<file path="config.mk">
export PLATFORM = sky130hd
export DESIGN_NAME = nn_layer_sequencer
export DESIGN_NICKNAME = d
export VERILOG_FILES = /design/src/rtl/nn_layer_sequencer.sv
export SDC_FILE = /design/constraint.sdc
export NUM_CORES = 1
export LEC_CHECK = 0
export ABC_AREA = 1
export BUFFER_PORTS_ARGS = -buffer_cell sky130_fd_sc_hd__buf_2
export CORE_ASPECT_RATIO = 1.75
export CORE_MARGIN = 8
export CORE_UTILIZATION = 25
export DETAILED_ROUTE_END_ITERATION = 12
export PLACE_DENSITY = 0.55
export SLEW_MARGIN = 0
export SYNTH_ARGS = -nofsm -noshare
export SYNTH_HDL_FRONTEND = slang
export SYNTH_SLANG_ARGS = --single-unit
export TNS_END_PERCENT = 100
</file>
<file path="constraint.sdc">
create_clock -name clk -period 4.25 [get_ports clk]
set_clock_uncertainty 0.15 [all_clocks]
set_input_delay 0.425 -clock clk [delete_from_list [all_inputs] [get_ports clk]]
set_output_delay 0.425 -clock clk [all_outputs]
set_load 0.05 [all_outputs]
</file>
<file path="src/rtl/nn_layer_sequencer.sv">
// Sequences NUM_LAYERS matrix-multiply layers (ReLU between them, argmax at the end) for one inference.
// Engine launch pulses are registered on stage entry; the optional stage watchdog is compiled in by NNSEQ_STAGE_TIMEOUT_EN.
module nn_layer_sequencer #(
   parameter int NUM_LAYERS     = 4,
   parameter int DIM_W          = 10,
   parameter int TIMEOUT_CYCLES = 1000000
) (
   input  logic                        clk,
   input  logic                        resetn,
   input  logic                        start,
   input  logic                        abort,
   input  logic                        data_ready,
   input  logic [NUM_LAYERS*DIM_W-1:0] cfg_k,
   input  logic [NUM_LAYERS*DIM_W-1:0] cfg_n,
   input  logic                        mm_done,
   input  logic                        relu_done,
   input  logic                        argmax_done,
   output logic                        mm_start,
   output logic                        relu_start,
   output logic                        argmax_start,
   output logic [DIM_W-1:0]            cur_k,
   output logic [DIM_W-1:0]            cur_n,
   output logic [2:0]                  layer_idx,
   output logic [2:0]                  state,
   output logic                        busy,
   output logic                        done,
   output logic                        error,
   output logic [31:0]                 cycle_count
);

   typedef enum logic [2:0] {
      S_IDLE    = 3'd0,
      S_WAIT    = 3'd1,
      S_MM      = 3'd2,
      S_RELU    = 3'd3,
      S_ARGMAX  = 3'd4,
      S_DONE    = 3'd5,
      S_ERROR   = 3'd6
   } state_t;

   state_t      state_q, state_d;
   logic [2:0]  layer_idx_q, layer_idx_d;
   logic [31:0] cycle_count_q, cycle_count_d;
   logic        mm_start_q, relu_start_q, argmax_start_q;
   logic        busy_w;
   logic        last_layer;
   logic        restart;
   logic        wd_expired;

   assign busy_w     = (state_q == S_WAIT) || (state_q == S_MM) ||
                       (state_q == S_RELU) || (state_q == S_ARGMAX);
   assign last_layer = (layer_idx_q >= 3'(NUM_LAYERS - 1));
   assign restart    = (state_d == S_WAIT) && ((state_q == S_IDLE) || (state_q == S_ERROR));

`ifdef NNSEQ_STAGE_TIMEOUT_EN
   logic [31:0] wd_q;

   // Counts cycles in the current stage; any state change restarts it.
   always_ff @(posedge clk or negedge resetn) begin
      if (!resetn) begin
         wd_q <= 32'd0;
      end else if (state_d != state_q) begin
         wd_q <= 32'd0;
      end else if (busy_w && (wd_q != 32'hFFFF_FFFF)) begin
         wd_q <= wd_q + 32'd1;
      end
   end

   assign wd_expired = busy_w && (wd_q == 32'(TIMEOUT_CYCLES - 1));
`else
   logic unused_timeout;
   assign unused_timeout = (TIMEOUT_CYCLES == 0);
   assign wd_expired     = 1'b0;
`endif

   // State register
   always_ff @(posedge clk or negedge resetn) begin
      if (!resetn) begin
         state_q <= S_IDLE;
      end else begin
         state_q <= state_d;
      end
   end

   // Next-state logic; a done input is ignored during its own launch cycle.
   always_comb begin
      state_d = state_q;
      case (state_q)
         S_IDLE:   if (start) state_d = S_WAIT;
         S_WAIT:   if (data_ready) state_d = S_MM;
         S_MM:     if (mm_done && !mm_start_q) state_d = last_layer ? S_ARGMAX : S_RELU;
         S_RELU:   if (relu_done && !relu_start_q) state_d = S_MM;
         S_ARGMAX: if (argmax_done && !argmax_start_q) state_d = S_DONE;
         S_DONE:   state_d = S_IDLE;
`ifdef NNSEQ_STAGE_TIMEOUT_EN
         S_ERROR: begin
            if (start) begin
               state_d = S_WAIT;
            end else if (abort) begin
               state_d = S_IDLE;
            end
         end
`endif
         default:  state_d = S_IDLE;
      endcase
      if (wd_expired && (state_d == state_q)) begin
         state_d = S_ERROR;
      end
      if (busy_w && abort) begin
         state_d = S_IDLE;
      end
   end

   always_comb begin
      layer_idx_d   = layer_idx_q;
      cycle_count_d = cycle_count_q;
      if (restart) begin
         layer_idx_d   = 3'd0;
         cycle_count_d = 32'd0;
      end else begin
         if ((state_q == S_RELU) && (state_d == S_MM)) begin
            layer_idx_d = layer_idx_q + 3'd1;
         end
         // The abort cycle itself is not counted, so the value freezes at the last busy cycle.
         if (busy_w && !abort && (cycle_count_q != 32'hFFFF_FFFF)) begin
            cycle_count_d = cycle_count_q + 32'd1;
         end
      end
   end

   always_ff @(posedge clk or negedge resetn) begin
      if (!resetn) begin
         layer_idx_q    <= 3'd0;
         cycle_count_q  <= 32'd0;
         mm_start_q     <= 1'b0;
         relu_start_q   <= 1'b0;
         argmax_start_q <= 1'b0;
      end else begin
         layer_idx_q    <= layer_idx_d;
         cycle_count_q  <= cycle_count_d;
         mm_start_q     <= (state_d == S_MM)     && (state_q != S_MM);
         relu_start_q   <= (state_d == S_RELU)   && (state_q != S_RELU);
         argmax_start_q <= (state_d == S_ARGMAX) && (state_q != S_ARGMAX);
      end
   end

   // Output logic
   always_comb begin
      state        = state_q;
      busy         = busy_w;
      done         = (state_q == S_DONE);
`ifdef NNSEQ_STAGE_TIMEOUT_EN
      error        = (state_q == S_ERROR);
`else
      error        = 1'b0;
`endif
      mm_start     = mm_start_q;
      relu_start   = relu_start_q;
      argmax_start = argmax_start_q;
      layer_idx    = layer_idx_q;
      cycle_count  = cycle_count_q;
      cur_k        = '0;
      cur_n        = '0;
      for (int i = 0; i < NUM_LAYERS; i++) begin
         if (layer_idx_q == 3'(i)) begin
            cur_k = cfg_k[i*DIM_W +: DIM_W];
            cur_n = cfg_n[i*DIM_W +: DIM_W];
         end
      end
   end

endmodule

</file>
**Word-level counts from Yosys, hierarchy flattened**

Cells that the tools add are included.

- Logic and storage cells: 69
- Bits in registers: 41
- Output and inout bits: 64
- Bits of input ports: 88

- Reduce and logical (&&, ||, !) cells: 23
- Mux-type cells: 20
- Equal/unequal tests: 17
- Add/sub/neg operators: 2
- Magnitude comparators: 1

Operators with widths:

| operator | count |
|---|---|
| $mux W10 | 8 |
| $mux W32 | 2 |
| $add A32 B1 Y32 const B | 1 |
| $ne A32 B32 Y1 const B | 1 |
| $mux W3 | 9 |
| $eq A3 B2 Y1 const B | 6 |
| $pmux W3 S5 | 1 |
| $eq A3 B3 Y1 const B | 4 |
| $logic_and A1 B1 Y1 | 11 |
| $eq A3 B1 Y1 const B | 3 |
| $logic_not A3 Y1 | 2 |
| $ne A3 B2 Y1 const B | 2 |
| $logic_not A1 Y1 | 4 |
| $logic_or A1 B1 Y1 | 4 |
| $reduce_bool A2 Y1 | 2 |
| $add A3 B1 Y3 const B | 1 |
| $ge A3 B2 Y1 const B | 1 |
| $ne A3 B3 Y1 const B | 1 |

**Depth between registers and ports, before layout**

- Depth after elaboration: 10
- Gate-level depth with buffers: 12
- Depth with buffers taken out: 12

**Worst setup path before layout**

Ideal clock, no wire load.

- Kind: register to output
- From: register layer_idx_q[1], in the netlist layer_idx[1]
- To: output port cur_k[0]
- Cell stages (with the launch flop): 9
- Path slack: 1.012 ns
- Arrival: 2.663 ns
- Cells stage by stage: dfrtp_1 -> inv_1 -> ha_1 -> inv_1 -> clkbuf_1 -> nand3_1 -> nand3_1 -> o21ai_0 -> o21ai_0

- Cells in the longest elaborated chain, start to end: 5
- Elaborated cells on any way between the ends: 8

Ends and longest elaborated chain:

| element | RTL line | text |
|---|---|---|
| from (decl) | 42 | `logic [2:0] layer_idx_q, layer_idx_d;` |
| from (signal assigned) | 139 | `layer_idx_q <= layer_idx_d;` |
| $logic_not A3 Y1 | 165 | `if (layer_idx_q == 3'(i)) begin` |
| $mux W10 (3 in a row) | 165 |  |
| $mux W10 (*) | 165 |  |
| to (decl) | 21 | `output logic [DIM_W-1:0] cur_k,` |

Mark *: on every way between the ends. The rest lies on a longest branch, timed or not.

**Worst setup path in the final report**

- From: register layer_idx_q[0], in the netlist layer_idx[0]
- To: output port cur_k[4]

The elaborated chain is that of the path after synthesis.

==> reports/summary.md <==
The number of cell rows came out at 56. The startpoint kind of the worst setup timing path was a flop. The count of input and output buffers was 150. For this run, the number of Yosys warnings is 0.

In this run, CTS created clock tree buffers numbering 5. Path category of the worst min-delay check: in -> async. For the worst path arrival time, the log shows 2.59 ns. After layout, the worst path uses 74.6% of the clock period. Combinational cells account for 58.5% of the total power.

Post-synthesis to final-layout area growth: 29.6%. Counting every sink on the clock net gives 41. The number of levels in the clock H-tree was 2; the average instance area after synthesis was 6.57 sq um. The design draws 2.03 mW. After detailed routing, the number of vias per cell comes to 4.64. For the pin with the worst max-slew slack, the measured transition is 1.13 ns. Max-cap violations in this run came to 0. In this run the power density over the cells is 462 nW/um^2. For the total number of vias, the log shows 3845.

After detailed placement, the design holds a cell count of 821. The worst setup path is captured at an output port. Timing analysis after detailed placement gives a worst setup slack of 1.33 ns.

Net count of the mapped netlist: 610. For the share of the core filled with cells, the log shows 33.0%. In the final layout, the share of cells above drive strength 1 is 30.5%. Hold repair after CTS inserted 0 buffers. Setup violations remaining at the end of the flow were counted as 0. The largest fanout on the critical path was 40.

Max-slew headroom at the worst pin: 24.8%. The number of max-slew violations in the final report was 0; the internal power consumption was 917 uW. The share of the Yosys chip area taken by registers is 30.2%. Of the total power, registers draw 22.9%.

152 I/O pins were placed. The die area is 17700 sq um, and the total setup buffers inserted after CTS is 0. The die height is 170 microns, and the HPWL after detailed placement is 10.0 mm. At the worst endpoint, the required time is 3.67 ns. The tools report the footprint of the multi-input gates as 2050 sq um. CTS placed an instance of sky130_fd_sc_hd__clkbuf_16 at the clock tree root.

IR analysis of the VDD net gives a maximum drop of 0.240 mV. Summing all non-filler instances in the final layout gives an area of 4400 sq um. The count of mapped cells out of synthesis is 516. The final wirelength is 12.6 mm. Setup repair after global routing left no endpoint under its margin. In this run the standard cell core region covers 13300 sq um. Net switching is 54.8% of the power. The netlist uses 34 different library cells. The length of the first detailed-routing pass in iterations was 4.

The first global-routing pass estimated 19.6 mm of wire. The initial utilization of the core area, before any placement, comes to 25.5%. The number of nets with antenna violations after detailed routing was 0; the post-cts gate resize count was 0. Initial DRC count: 78. Register bit total from synthesis: 41. In this run the power spent charging and discharging nets is 1.11 mW. The reported leakage power is 2.23 nW, and the average routed wire per standard cell is 15.2 microns. The flow ran to the end, and the final reports show no timing, DRC or antenna violations. The clock power share came out at 18.6%. Once placement finished, the instance area stood at 4260 sq um.

The tools report the number of failing hold endpoints at the final stage as 0. For the timing-limited maximum frequency, the log shows 0.316 GHz. For the storage element area, the log shows 1030 sq um. The tools report the largest net degree at the start of global routing as 42. The sum of negative setup slack was 0 ns. The final weighted congestion in routability-driven placement was 0.881. The floorplan step set the die width to 104 microns. TritonCTS built the clock tree. For this run, the total global-route usage over all layers was measured as 13.6%. The number of global-route vias before repair is 3882. For the filler cell count, the log shows 1530. The final hold slack was 0.150 ns. For this run the aggregate overflow at the end of global routing stands at 0. Minimum clock period after layout: 3.17 ns. In this run the cell area of the synthesized design comes to 3390 sq um. Setup slack on the critical path of the routed design comes to 1.08 ns. In the routed design, unresolved DRC markers number 0. The post-layout instance count excluding filler cells came out at 829.

After clock tree synthesis, the clock-pin slew on the worst setup and hold paths is 0.06 ns. Final net count: 748. The category of the critical setup timing path was reg -> out. At the later pin of the worst-skew pair, clock insertion delay measures 0.28 ns.

Counting along the longest clock path gives a buffer depth of 2. The repair_antennas step left the layout with diodes totalling 0. The number of antenna violations at the first check in global routing was 0.
## cell type report
type	count	share of cell area (%)
clock buffers	7	3.02
clock inverters	1	0.171
inverters	47	4.01
multi-input cells	405	46.7
flip-flops and latches	41	23.3
well taps	174	4.95
repair buffers	154	17.8
## registers in the layout, indices dropped and copies added, names as in the netlist
name and cells:
layer_idx 3, mm_start 1, cycle_count 32, argmax_start 1
relu_start 1, state 3
## worst max-delay path: stages (launching register included)
cell and delay, ns:
sky130_fd_sc_hd__dfrtp_1 0.44, sky130_fd_sc_hd__inv_1 0.12, sky130_fd_sc_hd__ha_1 0.15, sky130_fd_sc_hd__nand2_1 0.63, sky130_fd_sc_hd__nand3_1 0.37, sky130_fd_sc_hd__o21ai_0 0.12, sky130_fd_sc_hd__o21ai_0 0.17, sky130_fd_sc_hd__buf_2 0.29
## synthesized netlist by cell type (all sizes together)
| cell type | instances | area [sq um] |
|---|---|---|
| buf | 8 | 78.8 |
| a21o | 2 | 15.0 |
| ha | 6 | 75.1 |
| nor2 | 49 | 209 |
| o22ai | 6 | 75.1 |
| nand4 | 8 | 50.1 |
| conb | 1 | 3.75 |
| nor3 | 10 | 60.1 |
| a21oi | 4 | 23.8 |
| nand2 | 138 | 543 |
| xnor2 | 4 | 35.0 |
| o211ai | 1 | 7.51 |
| dfrtp | 41 | 1030 |
| inv | 47 | 176 |
| clkbuf | 15 | 56.3 |
| nand3b | 1 | 7.51 |
| nand3 | 101 | 531 |
| or2 | 6 | 37.5 |
| o21bai | 1 | 7.51 |
| xor2 | 10 | 87.6 |
| o21ai | 56 | 280 |
| nor4 | 1 | 6.26 |
## layer usage
metal / wire length (microns) / part of all wire, % / track usage (%) / up-vias
met5: 0 / 0 / 0 / -
met3: 675 / 5.4 / 3.22 / 17
li1: - / - / - / 1975
met2: 6840 / 54 / 27.3 / 127
met4: 316 / 2.5 / 5.57 / 0
met1: 4740 / 38 / 12.8 / 1726
## kinds of logic (layout without fill, tap and decap cells)
group,after synthesis,count (layout),share of synthesized area [%]
fa+ha+maj,6,6,2.21
other cells,1,1,0.111
simple gates,314,314,42.6
compound gates,70,70,12.1
xor+xnor,14,14,3.61
flops,41,41,30.2
buf+inv,70,209,9.18
## power by group through the flow
stage               clock network [mW]  registers [mW]  logic [mW]
global route                     0.407           0.473        1.29
global placement                     0           0.473        1.20
CTS                              0.396           0.467        1.20
detailed placement                   0           0.474        1.20
finish                           0.377           0.466        1.19
floorplan                            0           0.561       0.839
## layout by cell type (no fill, tap or decap), drive strengths merged, types with 2 or more instances in the layout
cell type  instances
a21o               2
a21oi              4
buf              154
clkbuf             7
dfrtp             41
ha                 6
inv               47
nand2            138
nand3            101
nand4              8
nor2              49
nor3              10
o21ai             56
o22ai              6
or2                6
xnor2              4
xor2              10
## worst paths after layout
path	startpoint	endpoint	slack, ns	depth (start not counted)
setup / recovery	layer_idx[0]	cur_k[4]	1.08	7
hold reg to reg	cycle_count[0]	cycle_count[0]	0.41	1
hold / removal	resetn	cycle_count[1]	0.15	1
setup reg to reg	layer_idx[0]	layer_idx[0]	1.73	11
max in group asynchronous	resetn	argmax_start	3.18	1
min in group clk	abort	state[2]	0.33	4
Note: power is estimated with default switching activity, not from simulation.
